**config.mk**
```make
export PLATFORM = sky130hd
export DESIGN_NAME = apb_master_arbiter
export DESIGN_NICKNAME = d
export VERILOG_FILES = /design/src/rtl/apb_master_arbiter.sv
export SDC_FILE = /design/constraint.sdc
export NUM_CORES = 1
export LEC_CHECK = 0
export BUFFER_PORTS_ARGS = -buffer_cell sky130_fd_sc_hd__buf_2
export CAP_MARGIN = 20
export CORE_AREA = 2 2 105 107
export CTS_BUF_LIST = sky130_fd_sc_hd__clkbuf_4
export CTS_CLUSTER_DIAMETER = 200
export DETAILED_ROUTE_END_ITERATION = 8
export DIE_AREA = 0 0 107 109
export PLACE_DENSITY_LB_ADDON = 0.12
export SYNTH_ARGS = -nofsm -noshare
export SYNTH_HDL_FRONTEND = slang
export SYNTH_SLANG_ARGS = --single-unit
export TNS_END_PERCENT = 30
```
**constraint.sdc**
```tcl
create_clock -name PCLK -period 3.8 [get_ports PCLK]
set_input_delay 0.19 -clock PCLK [delete_from_list [all_inputs] [get_ports PCLK]]
set_output_delay 0.19 -clock PCLK [all_outputs]
set_load 0.05 [all_outputs]
```
**src/rtl/apb_master_arbiter.sv**
```systemverilog
// Two-requester APB master: round-robin arbitration in front of a single-outstanding
// SETUP/ACCESS sequencer with wait-state timeout and a one-cycle response pulse.
module apb_master_arbiter #(
  parameter int unsigned ADDR_WIDTH = 32,
  parameter int unsigned DATA_WIDTH = 32,
  parameter int unsigned TIMEOUT    = 16
) (
  input  logic                      PCLK,
  input  logic                      PRESET,
  input  logic [1:0]                req_valid,
  input  logic [1:0]                req_write,
  input  logic [2*ADDR_WIDTH-1:0]   req_addr,
  input  logic [2*DATA_WIDTH-1:0]   req_wdata,
  output logic [1:0]                req_ready,
  output logic [1:0]                rsp_valid,
  output logic [DATA_WIDTH-1:0]     rsp_rdata,
  output logic                      rsp_err,
  output logic                      rsp_timeout,
  output logic                      PSELx,
  output logic                      PENABLE,
  output logic                      PWRITE,
  output logic [ADDR_WIDTH-1:0]     PADDR,
  output logic [DATA_WIDTH-1:0]     PWDATA,
  input  logic                      PREADY,
  input  logic                      PSLVERR,
  input  logic [DATA_WIDTH-1:0]     PRDATA
);

  localparam int unsigned CntWidth = $clog2(TIMEOUT + 1);
  localparam logic [CntWidth-1:0] TimeoutVal = CntWidth'(TIMEOUT);

  typedef enum logic [1:0] {StIdle, StSetup, StAccess} state_e;

  state_e                  state_q, state_d;
  logic                    grant_q, grant_d;
  logic                    rr_ptr_q, rr_ptr_d;
  logic [CntWidth-1:0]     cnt_q, cnt_d;
  logic                    psel_q, psel_d;
  logic                    penable_q, penable_d;
  logic                    pwrite_q, pwrite_d;
  logic [ADDR_WIDTH-1:0]   paddr_q, paddr_d;
  logic [DATA_WIDTH-1:0]   pwdata_q, pwdata_d;
  logic [1:0]              req_ready_q, req_ready_d;
  logic [1:0]              rsp_valid_q, rsp_valid_d;
  logic [DATA_WIDTH-1:0]   rsp_rdata_q, rsp_rdata_d;
  logic                    rsp_err_q, rsp_err_d;
  logic                    rsp_timeout_q, rsp_timeout_d;
  logic                    arb_gnt;

  // Pointer only matters when both requesters compete.
  always_comb begin
    if (req_valid == 2'b11) begin
      arb_gnt = rr_ptr_q;
    end else begin
      arb_gnt = req_valid[1];
    end
  end

  always_comb begin
    state_d       = state_q;
    grant_d       = grant_q;
    rr_ptr_d      = rr_ptr_q;
    cnt_d         = cnt_q;
    psel_d        = 1'b0;
    penable_d     = 1'b0;
    pwrite_d      = pwrite_q;
    paddr_d       = paddr_q;
    pwdata_d      = pwdata_q;
    req_ready_d   = 2'b00;
    rsp_valid_d   = 2'b00;
    rsp_rdata_d   = '0;
    rsp_err_d     = 1'b0;
    rsp_timeout_d = 1'b0;

    unique case (state_q)
      StIdle: begin
        if (|req_valid) begin
          state_d     = StSetup;
          grant_d     = arb_gnt;
          rr_ptr_d    = ~arb_gnt;
          cnt_d       = '0;
          psel_d      = 1'b1;
          pwrite_d    = arb_gnt ? req_write[1] : req_write[0];
          paddr_d     = arb_gnt ? req_addr[ADDR_WIDTH +: ADDR_WIDTH]
                                : req_addr[0 +: ADDR_WIDTH];
          pwdata_d    = arb_gnt ? req_wdata[DATA_WIDTH +: DATA_WIDTH]
                                : req_wdata[0 +: DATA_WIDTH];
          req_ready_d = arb_gnt ? 2'b10 : 2'b01;
        end
      end

      StSetup: begin
        state_d   = StAccess;
        psel_d    = 1'b1;
        penable_d = 1'b1;
      end

      StAccess: begin
        psel_d    = 1'b1;
        penable_d = 1'b1;
        if (PREADY) begin
          state_d     = StIdle;
          psel_d      = 1'b0;
          penable_d   = 1'b0;
          rsp_valid_d = grant_q ? 2'b10 : 2'b01;
          rsp_rdata_d = pwrite_q ? '0 : PRDATA;
          rsp_err_d   = PSLVERR;
        end else begin
          cnt_d = cnt_q + CntWidth'(1);
          if (cnt_d == TimeoutVal) begin
            state_d       = StIdle;
            psel_d        = 1'b0;
            penable_d     = 1'b0;
            rsp_valid_d   = grant_q ? 2'b10 : 2'b01;
            rsp_err_d     = 1'b1;
            rsp_timeout_d = 1'b1;
          end
        end
      end

      default: begin
        state_d = StIdle;
      end
    endcase
  end

  always_ff @(posedge PCLK or posedge PRESET) begin
    if (PRESET) begin
      state_q       <= StIdle;
      grant_q       <= 1'b0;
      rr_ptr_q      <= 1'b0;
      cnt_q         <= '0;
      psel_q        <= 1'b0;
      penable_q     <= 1'b0;
      pwrite_q      <= 1'b0;
      paddr_q       <= '0;
      pwdata_q      <= '0;
      req_ready_q   <= 2'b00;
      rsp_valid_q   <= 2'b00;
      rsp_rdata_q   <= '0;
      rsp_err_q     <= 1'b0;
      rsp_timeout_q <= 1'b0;
    end else begin
      state_q       <= state_d;
      grant_q       <= grant_d;
      rr_ptr_q      <= rr_ptr_d;
      cnt_q         <= cnt_d;
      psel_q        <= psel_d;
      penable_q     <= penable_d;
      pwrite_q      <= pwrite_d;
      paddr_q       <= paddr_d;
      pwdata_q      <= pwdata_d;
      req_ready_q   <= req_ready_d;
      rsp_valid_q   <= rsp_valid_d;
      rsp_rdata_q   <= rsp_rdata_d;
      rsp_err_q     <= rsp_err_d;
      rsp_timeout_q <= rsp_timeout_d;
    end
  end

  assign req_ready   = req_ready_q;
  assign rsp_valid   = rsp_valid_q;
  assign rsp_rdata   = rsp_rdata_q;
  assign rsp_err     = rsp_err_q;
  assign rsp_timeout = rsp_timeout_q;
  assign PSELx       = psel_q;
  assign PENABLE     = penable_q;
  assign PWRITE      = pwrite_q;
  assign PADDR       = paddr_q;
  assign PWDATA      = pwdata_q;

endmodule

```
==> metrics, run 1 <==
syn avg cell area=about 12 um^2; Ys Warns=0; leading area contributor after synthesis=dfrtp_1; flops & latches, synth=114; Die H=109 um; status=did not finish; Synth Area in Compound Gates=between 20% and 30%; Sink Count=approximately 110; IO Port Bufs=272; CTS H-Tree Depth=4; I/O Pins=273; xor-xnor portion of the synthesized cell area=less than 1%; largest family of logic cells by synthesized area=compound AO/OA/AOI/OAI gates; area of the mapped netlist=0.00478 mm^2; synth unique cells=35; Simple-Gate Fraction of Synth Area=under 10%; dpl hpwl=between 9000 and 10000 um; Post-synth EDFFs=0; mux cell area share after synthesis=4.03%; die width=approximately 110 um; Err=[ERROR RSZ-0060] Max buffer count reached.; FP Rows=38; ys async rst share=100%; top cell type's share of synthesized area=about three fifths; post-synthesis sequential area ratio=59.7%; Max clock buf depth=2; Synthesized Nets=564; postcts setup bufs=0; predominant post-synthesis flop cell=dfrtp_1; hold-fix buffers at CTS=between 150 and 200; GPL Wtd Cong=around 0.77; Syn Inst Count=between 300 and 400; PostCTS Resize Cnt=0; Root Driver=clkbuf_4; Initial Util=between 40 and 50%; CTS buffer count=17; synth top area cells=dfrtp_1, a22o_1, a21o_1, and2_1, mux2i_1; last stage reached=clock tree synthesis; Synth Area in Adders=about 1.8%
## cell families after synthesis
family                     after synthesis
and+or+nand+nor                         75
adders and majority gates                7
AOI/OAI and AO/OA                      139
muxes                                   19
xor gates and xnor gates                 1
buffers and inverters                   34
DFF                                    114
## cells in the mapped netlist (2+ instances only)
master and instances:
a21oi_1 2, o21ai_0 20, mux2_2 2, o21ai_1 2, clkbuf_1 9, nor3_1 3, inv_1 7, nor3b_1 2
nor2b_1 2, a31oi_1 3, ha_1 7, nand3_1 3, nand2_1 20, a22o_1 53, a21o_1 51, nor2_1 8
nand4b_1 2, and2_1 32, dfrtp_1 114, buf_2 16, mux2i_1 17
## per-stage QoR
step,util [%],worst slack [ns],hold WS (ns),area [um^2],std cells
2_1_floorplan,-,0.594,0.306,4780,389
3_3_place_gp,59.1,1.65,0.335,6270,780
3_5_place_dp,59.3,1.70,0.338,6290,781
==> inputs of run 2 (changes only) <==
--- a/config.mk
+++ b/config.mk
@@ -7,12 +7,9 @@
 export LEC_CHECK = 0
 export BUFFER_PORTS_ARGS = -buffer_cell sky130_fd_sc_hd__buf_2
 export CAP_MARGIN = 20
-export CORE_AREA = 2 2 105 107
-export CTS_BUF_LIST = sky130_fd_sc_hd__clkbuf_4
-export CTS_CLUSTER_DIAMETER = 200
+export CORE_UTILIZATION = 38
 export DETAILED_ROUTE_END_ITERATION = 8
-export DIE_AREA = 0 0 107 109
-export PLACE_DENSITY_LB_ADDON = 0.12
+export PLACE_DENSITY_LB_ADDON = 0.15
 export SYNTH_ARGS = -nofsm -noshare
 export SYNTH_HDL_FRONTEND = slang
 export SYNTH_SLANG_ARGS = --single-unit
==> run 2 against run 1 <==
  * The flow now finishes without violations
  * Synthesized area stayed put
  * Synthesized cell count stayed put
==> metrics, run 2 <==
status=completed; Final Cycle Share=roughly 57%; FP Rows=40; Tot GR Track Use=between 20% and 30%; pin count of the biggest net entering global routing=64; commonest cells after routing, fill and taps aside=buf_2, dfrtp_1, dlygate4sd3_1; Synth top cells by count=dfrtp_1, a22o_1, a21o_1; Final Max Slew Viols=0; CTS H-Tree Depth=4; antenna-violating nets left=0; Slew @ Worst Pin=0.979 ns; Hold Crit Class=in -> reg; die width=roughly 110 um; max_cap viols=0; Data arrival, critical path=2.49 ns; postcts setup bufs=0; Max clock buf depth=2; IO Port Bufs=roughly 270; synth top area cells=dfrtp_1, a22o_1, a21o_1, and2_1, mux2i_1; # nets final=912; Total Wirelength=between 10000 and 15000 um; Sink Count=between 100 and 150; R2R Path Start=state_q[1]$_DFFE_PP0P_; CP Capture Type=flop; Initial Util=about two fifths; RSZ-0062 raised after global routing=false; Max Clk Rate=roughly 0.46 GHz; Skew-Pair Late Insertion Delay=0.41 ns; Synthesized Nets=between 500 and 600; syn avg cell area=between 10 and 15 um^2; dpl hpwl=9560 um; top cell type's share of synthesized area=between 50% and 60%; antenna cell count=0; ys async rst share=100%; core area=0.0121 mm^2; CP startpoint kind=flop; flops & latches, synth=approximately 110; total power=~6.5 mW; TNS Setup=0 ns; die area=0.0130 mm^2; predominant post-synthesis flop cell=dfrtp_1; r2r endpoint=PADDR[11]$_DFFE_PP0P_; worst hold path stage count=2; min cycle time layout=2.16 ns; Worst Hold End=rsp_rdata[4]$_DFF_PP0_; CTS tree=built; routed vias/inst=4.85; Ys Warns=0; Root Driver=clkbuf_16; routed vias=4445; post-synthesis sequential area ratio=between 50% and 60%; register area=~0.0029 mm^2; LEAKAGE=around 4.4 nW; Syn Inst Count=389; worst reg2reg path depth=7; leading area contributor after synthesis=dfrtp_1; synth-to-layout area growth=60.4%; PostCTS Resize Cnt=0; vias in the first global route=roughly 4600; synth unique cells=35; WL per Instance=16.0 um; multi-input logic area=around 0.0018 mm^2; CTS buffer count=17; HP Start=PRDATA[4]; total congestion overflow=0; Post-synth EDFFs=0; Cell Pwr Density=roughly 850 mW/mm^2; crit path max fanout=50; final worst slack=approximately 1.6 ns; Die H=114 um; hold-fix buffers at CTS=just under 80; antenna violations before repair=0; Setup CP Type=reg -> reg; clk_skew=between 0.005 and 0.006 ns; area of the mapped netlist=~0.0048 mm^2; initial drt markers=between 200 and 250; worst slew margin relative to its limit=between 30% and 40%; maximum vdd drop=approximately 0.00049 V; Final Hold Viols=0; Clock transition at path regs=approximately 0.05 ns; Place WS=around 1.7 ns; setup violators final=0; DRC=0; Fin Hold WS=around 0.013 ns; GPL Wtd Cong=~0.78; commonest non-fill, non-tap cell in the layout=buf_2; layout cells sized above 1=between 40% and 50%; top-count cell post-synth=dfrtp_1; I/O Pins=~270; first-pass GRT wire length=22700 um; number of fill cells in the layout=around 990; TritonRoute pass-1 iters=4; Req. time, crit path=a little over 4 ns; flop-to-flop setup slack=~1.6 ns
## run 2: cell counts after synthesis
Identical to the previous run, type by type.
## run 2: how the worst max path moves through the flow
| stage | start | endpoint | depth (start not counted) |
|---|---|---|---|
| floorplan | PRESET | PADDR[0]$_DFFE_PP0P_ | 1 |
| global placement | state_q[1]$_DFFE_PP0P_ | PWDATA[19]$_DFFE_PP0P_ | 5 |
| detailed placement | state_q[1]$_DFFE_PP0P_ | PADDR[17]$_DFFE_PP0P_ | 7 |
| CTS | state_q[1]$_DFFE_PP0P_ | PADDR[7]$_DFFE_PP0P_ | 7 |
| global route | state_q[0]$_DFFE_PP0P_ | PADDR[11]$_DFFE_PP0P_ | 7 |
| finish | state_q[1]$_DFFE_PP0P_ | PADDR[11]$_DFFE_PP0P_ | 7 |
## run 2: layout make-up
cell class / count / share of cell area, %
clock inverter: 5 / 0.653
multi-input combinational: 241 / 23.5
timing repair buffer: 356 / 28.8
sequential: 114 / 37.2
inverter: 7 / 0.375
tap: 168 / 2.74
clock buffer: 25 / 6.72
## run 2: routing by layer
layer / vias to the layer above / track usage [%] / routed length [um]
met5: - / 0 / 0
met4: 0 / 9.44 / 302
met3: 25 / 7.09 / 1160
met2: 215 / 40.5 / 7520
met1: 2114 / 25.9 / 5650
li1: 2091 / - / -
## run 2: cells by family (layout without fill, tap and decap cells)
| logic type | count (synthesis) | count (layout) | share of synthesized area [%] |
|---|---|---|---|
| compound gates | 139 | 139 | 22.7 |
| flops | 114 | 114 | 59.7 |
| simple gates | 75 | 75 | 8.43 |
| buf+inv | 34 | 393 | 3.17 |
| mux | 19 | 19 | 4.03 |
| fa+ha+maj | 7 | 7 | 1.83 |
| xor+xnor | 1 | 1 | 0.183 |
## run 2: critical path, cell delays in order, from the launching register on
cell,delay [ns]
dfrtp_1,0.40
inv_1,0.13
ha_1,0.28
inv_1,0.16
a211oi_4,0.22
buf_4,0.51
a22o_1,0.26
a21o_1,0.10
## run 2: report_power, final
group	internal (mW)	total, mW	switching (mW)
clock network	0.989	1.50	0.510
registers	1.63	1.87	0.231
logic	0.950	3.15	2.20
total	3.57	6.52	2.94
## run 2: metrics by stage
stage / area (um^2) / cells / utilization [%]
2_1_floorplan: 4780 / 389 / -
3_3_place_gp: 6300 / 808 / 52.0
3_5_place_dp: 6330 / 809 / 52.3
4_1_cts: 7670 / 916 / 63.3
5_1_grt: 7670 / 916 / 63.3
6_report: 7670 / 916 / 63.3
(Power assumes the default switching activity.)
==> inputs of run 3 (changes only) <==
==> constraint.sdc (replaced) <==
create_clock -name PCLK -period 2 [get_ports PCLK]
set_input_delay 0.1 -clock PCLK [delete_from_list [all_inputs] [get_ports PCLK]]
set_output_delay 0.1 -clock PCLK [all_outputs]
set_load 0.05 [all_outputs]
==> run 3 against run 2 <==
  * Count of clock-buffer cells in the layout shrank 4
  * Sequential power grew 91%
  * Via count grew 8.5%
  * Worst hold slack is essentially flat
  * Largest cell class is now non-clock buffers
  * Setup slack lost 1.5 ns
  * Largest power group unchanged
  * Critical endpoint is now cnt_q[0]$_DFFE_PP0P_
  * Wire length grew 11%
  * Critical path depth is the same
==> metrics, run 3 (same netlist as run 2, synthesis figures left out) <==
Total Wirelength=~16000 um; vias in the first global route=between 4000 and 5000; total power=around 13 mW; RSZ-0062 raised after global routing=false; placed cells=815; antenna violations before repair=0; setup violators final=0; Tot GR Track Use=25.1%; Place WS=roughly 0.15 ns; Util after Layout=~69%; commonest non-fill, non-tap cell in the layout=buf_2; R2R Path Start=state_q[0]$_DFFE_PP0P_; min cycle time layout=around 1.9 ns; LEAKAGE=between 4 and 5 nW; Max Clk Rate=0.540 GHz; first-pass GRT wire length=around 25000 um; CP Capture Type=flop; final worst slack=roughly 0.15 ns; FP Rows=40; Data arrival, critical path=2.15 ns; number of fill cells in the layout=~860; fin cells=988; TNS Setup=0 ns; Root Driver=clkbuf_16; CTS H-Tree Depth=4; Setup CP Type=reg -> reg; max_cap viols=0; multi-input logic area=~0.0018 mm^2; TritonRoute pass-1 iters=4; Initial Util=between 30% and 40%; clk_skew=~0.013 ns; GPL Wtd Cong=0.736; Slew @ Worst Pin=about 0.69 ns; r2r endpoint=cnt_q[0]$_DFFE_PP0P_; Final Max Slew Viols=0; synth-to-layout area growth=75.9%; die area=~0.013 mm^2; Sink Count=between 100 and 150; Die H=~110 um; Req. time, crit path=2.30 ns; Final Cell Area=between 0.008 and 0.009 mm^2; maximum vdd drop=0.000839 V; commonest cells after routing, fill and taps aside=buf_2, dlygate4sd3_1, dfrtp_1; IO Port Bufs=~270; I/O Pins=between 200 and 300; die width=114 um; CTS tree=built; Hold Crit Class=in -> reg; Skew-Pair Late Insertion Delay=0.41 ns; Cell Pwr Density=roughly 1500 mW/mm^2; routed vias/inst=a little under 5; CP startpoint kind=flop; pin count of the biggest net entering global routing=51; Final Hold Viols=0; CTS buffer count=17; routed vias=4824; dpl hpwl=just under 10000 um; Critical Path Sink=cnt_q[0]$_DFFE_PP0P_; Post-DP Area=roughly 0.0064 mm^2; crit path max fanout=5; # nets final=about 980; antenna-violating nets left=0; Fin Hold WS=0.0123 ns; core area=0.0121 mm^2; register area=between 0.002 and 0.003 mm^2; flop-to-flop setup slack=about 0.15 ns; WL per Instance=16.5 um; initial drt markers=between 200 and 300; status=completed; worst reg2reg path depth=7; layout cells sized above 1=roughly two fifths; DRC=0; Setup crit start=state_q[0]$_DFFE_PP0P_; Final Cycle Share=92.6%; Clock transition at path regs=around 0.050 ns; Max clock buf depth=2; total congestion overflow=0; worst slew margin relative to its limit=a little over half
[run 3: per-layer routing]
metal / global-route usage (%) / vias to the layer above / part of all wire [%]
li1: - / 2236 / -
met1: 26.6 / 2305 / 38
met2: 43.8 / 241 / 52
met3: 8.36 / 42 / 8.0
met4: 13.9 / 0 / 2.6
met5: 0 / - / 0
[run 3: what timing repair did]
item | 4_1_cts | 5_1_grt
hold buffers | 138 | 0
setup endpoints to repair | 0 | 43
buffers inserted | 0 | 2
resized for setup | 0 | 1
endpoints found under the hold margin | 110 | 0
[run 3: final cells by class]
type | instances | share of cell area (%)
Antenna cell | 1 | 0.0298
Inverter | 7 | 0.357
Clock buffer | 21 | 5.36
Multi-Input combinational cell | 241 | 21.5
Tap cell | 168 | 2.50
Clock inverter | 10 | 1.32
Timing Repair Buffer | 426 | 35.0
Sequential cell | 114 | 33.9
[run 3: worst min path at each step]
stage                   from                 endpoint  slack, ns  cells past startpoint
2_1_floorplan   req_addr[42]    PADDR[10]$_DFFE_PP0P_       0.22                      1
3_3_place_gp          PRESET  rsp_rdata[22]$_DFF_PP0_       0.23                      2
3_5_place_dp          PRESET  rsp_rdata[22]$_DFF_PP0_       0.25                      2
4_1_cts        req_wdata[46]   PWDATA[14]$_DFFE_PP0P_      0.001                      3
5_1_grt        req_wdata[32]    PWDATA[0]$_DFFE_PP0P_      0.008                      3
6_report       req_wdata[38]    PWDATA[6]$_DFFE_PP0P_       0.01                      3
[run 3: worst max-delay path, cell delays in order (launching register included)]
cell and delay [ns]:
dfrtp_1 0.41, inv_1 0.12, ha_1 0.30, nor3b_1 0.22, buf_4 0.16, nor2_1 0.05, mux2_2 0.27, a22o_1 0.22
[run 3: report_power, final]
part	switching, mW	internal [mW]
clock	1.01	1.85
sequential	0.463	3.11
combinational	4.29	2.01
==> inputs of run 4 (changes only) <==
--- a/config.mk
+++ b/config.mk
@@ -5,10 +5,10 @@
 export SDC_FILE = /design/constraint.sdc
 export NUM_CORES = 1
 export LEC_CHECK = 0
-export BUFFER_PORTS_ARGS = -buffer_cell sky130_fd_sc_hd__buf_2
 export CAP_MARGIN = 20
 export CORE_UTILIZATION = 38
 export DETAILED_ROUTE_END_ITERATION = 8
+export DONT_BUFFER_PORTS = 1
 export PLACE_DENSITY_LB_ADDON = 0.15
 export SYNTH_ARGS = -nofsm -noshare
 export SYNTH_HDL_FRONTEND = slang
==> run 4 against run 3 <==
  * The flow now stops in clock tree synthesis
  * Synthesized cell count unchanged
  * Synthesized area is the same
==> metrics, run 4 <==
leading area contributor after synthesis=dfrtp_1; predominant post-synthesis flop cell=dfrtp_1; PostCTS Resize Cnt=0; IO Port Bufs=0; Synth top cells by count=dfrtp_1, a22o_1, a21o_1; die width=approximately 110 um; Sink Count=~110; Root Driver=clkbuf_16; Post-synth EDFFs=0; Ys Warns=0; post-synthesis sequential area ratio=59.7%; ys async rst share=100%; postcts setup bufs=0; syn avg cell area=about 12 um^2; CTS H-Tree Depth=4; synth top area cells=dfrtp_1, a22o_1, a21o_1, and2_1, mux2i_1; flops & latches, synth=about 110; Initial Util=around two fifths; hold-fix buffers at CTS=around 120; area of the mapped netlist=between 0.004 and 0.005 mm^2; Max clock buf depth=2; Place WS=~0.13 ns; Die H=approximately 110 um; top-count cell post-synth=dfrtp_1; synth unique cells=35; Err=[ERROR RSZ-0060] Max buffer count reached.; FP Rows=40; dpl hpwl=about 8000 um; Synthesized Nets=between 500 and 600; I/O Pins=~270; CTS buffer count=17; last stage reached=clock tree synthesis; GPL Wtd Cong=between 0.7 and 0.8; Syn Inst Count=389; status=did not finish; top cell type's share of synthesized area=59.7%
-- run 4: through the flow --
| stage | area [um^2] | utilization [%] | instances |
|---|---|---|---|
| floorplan | 4780 | - | 389 |
| global placement | 5030 | 41.5 | 541 |
| detailed placement | 5030 | 41.5 | 541 |
-- run 4: cells by family after synthesis --
family,count (synthesis),share of synthesized area (%)
compound gates,139,22.7
flops,114,59.7
simple gates,75,8.43
buf+inv,34,3.17
mux,19,4.03
fa+ha+maj,7,1.83
xor+xnor,1,0.183
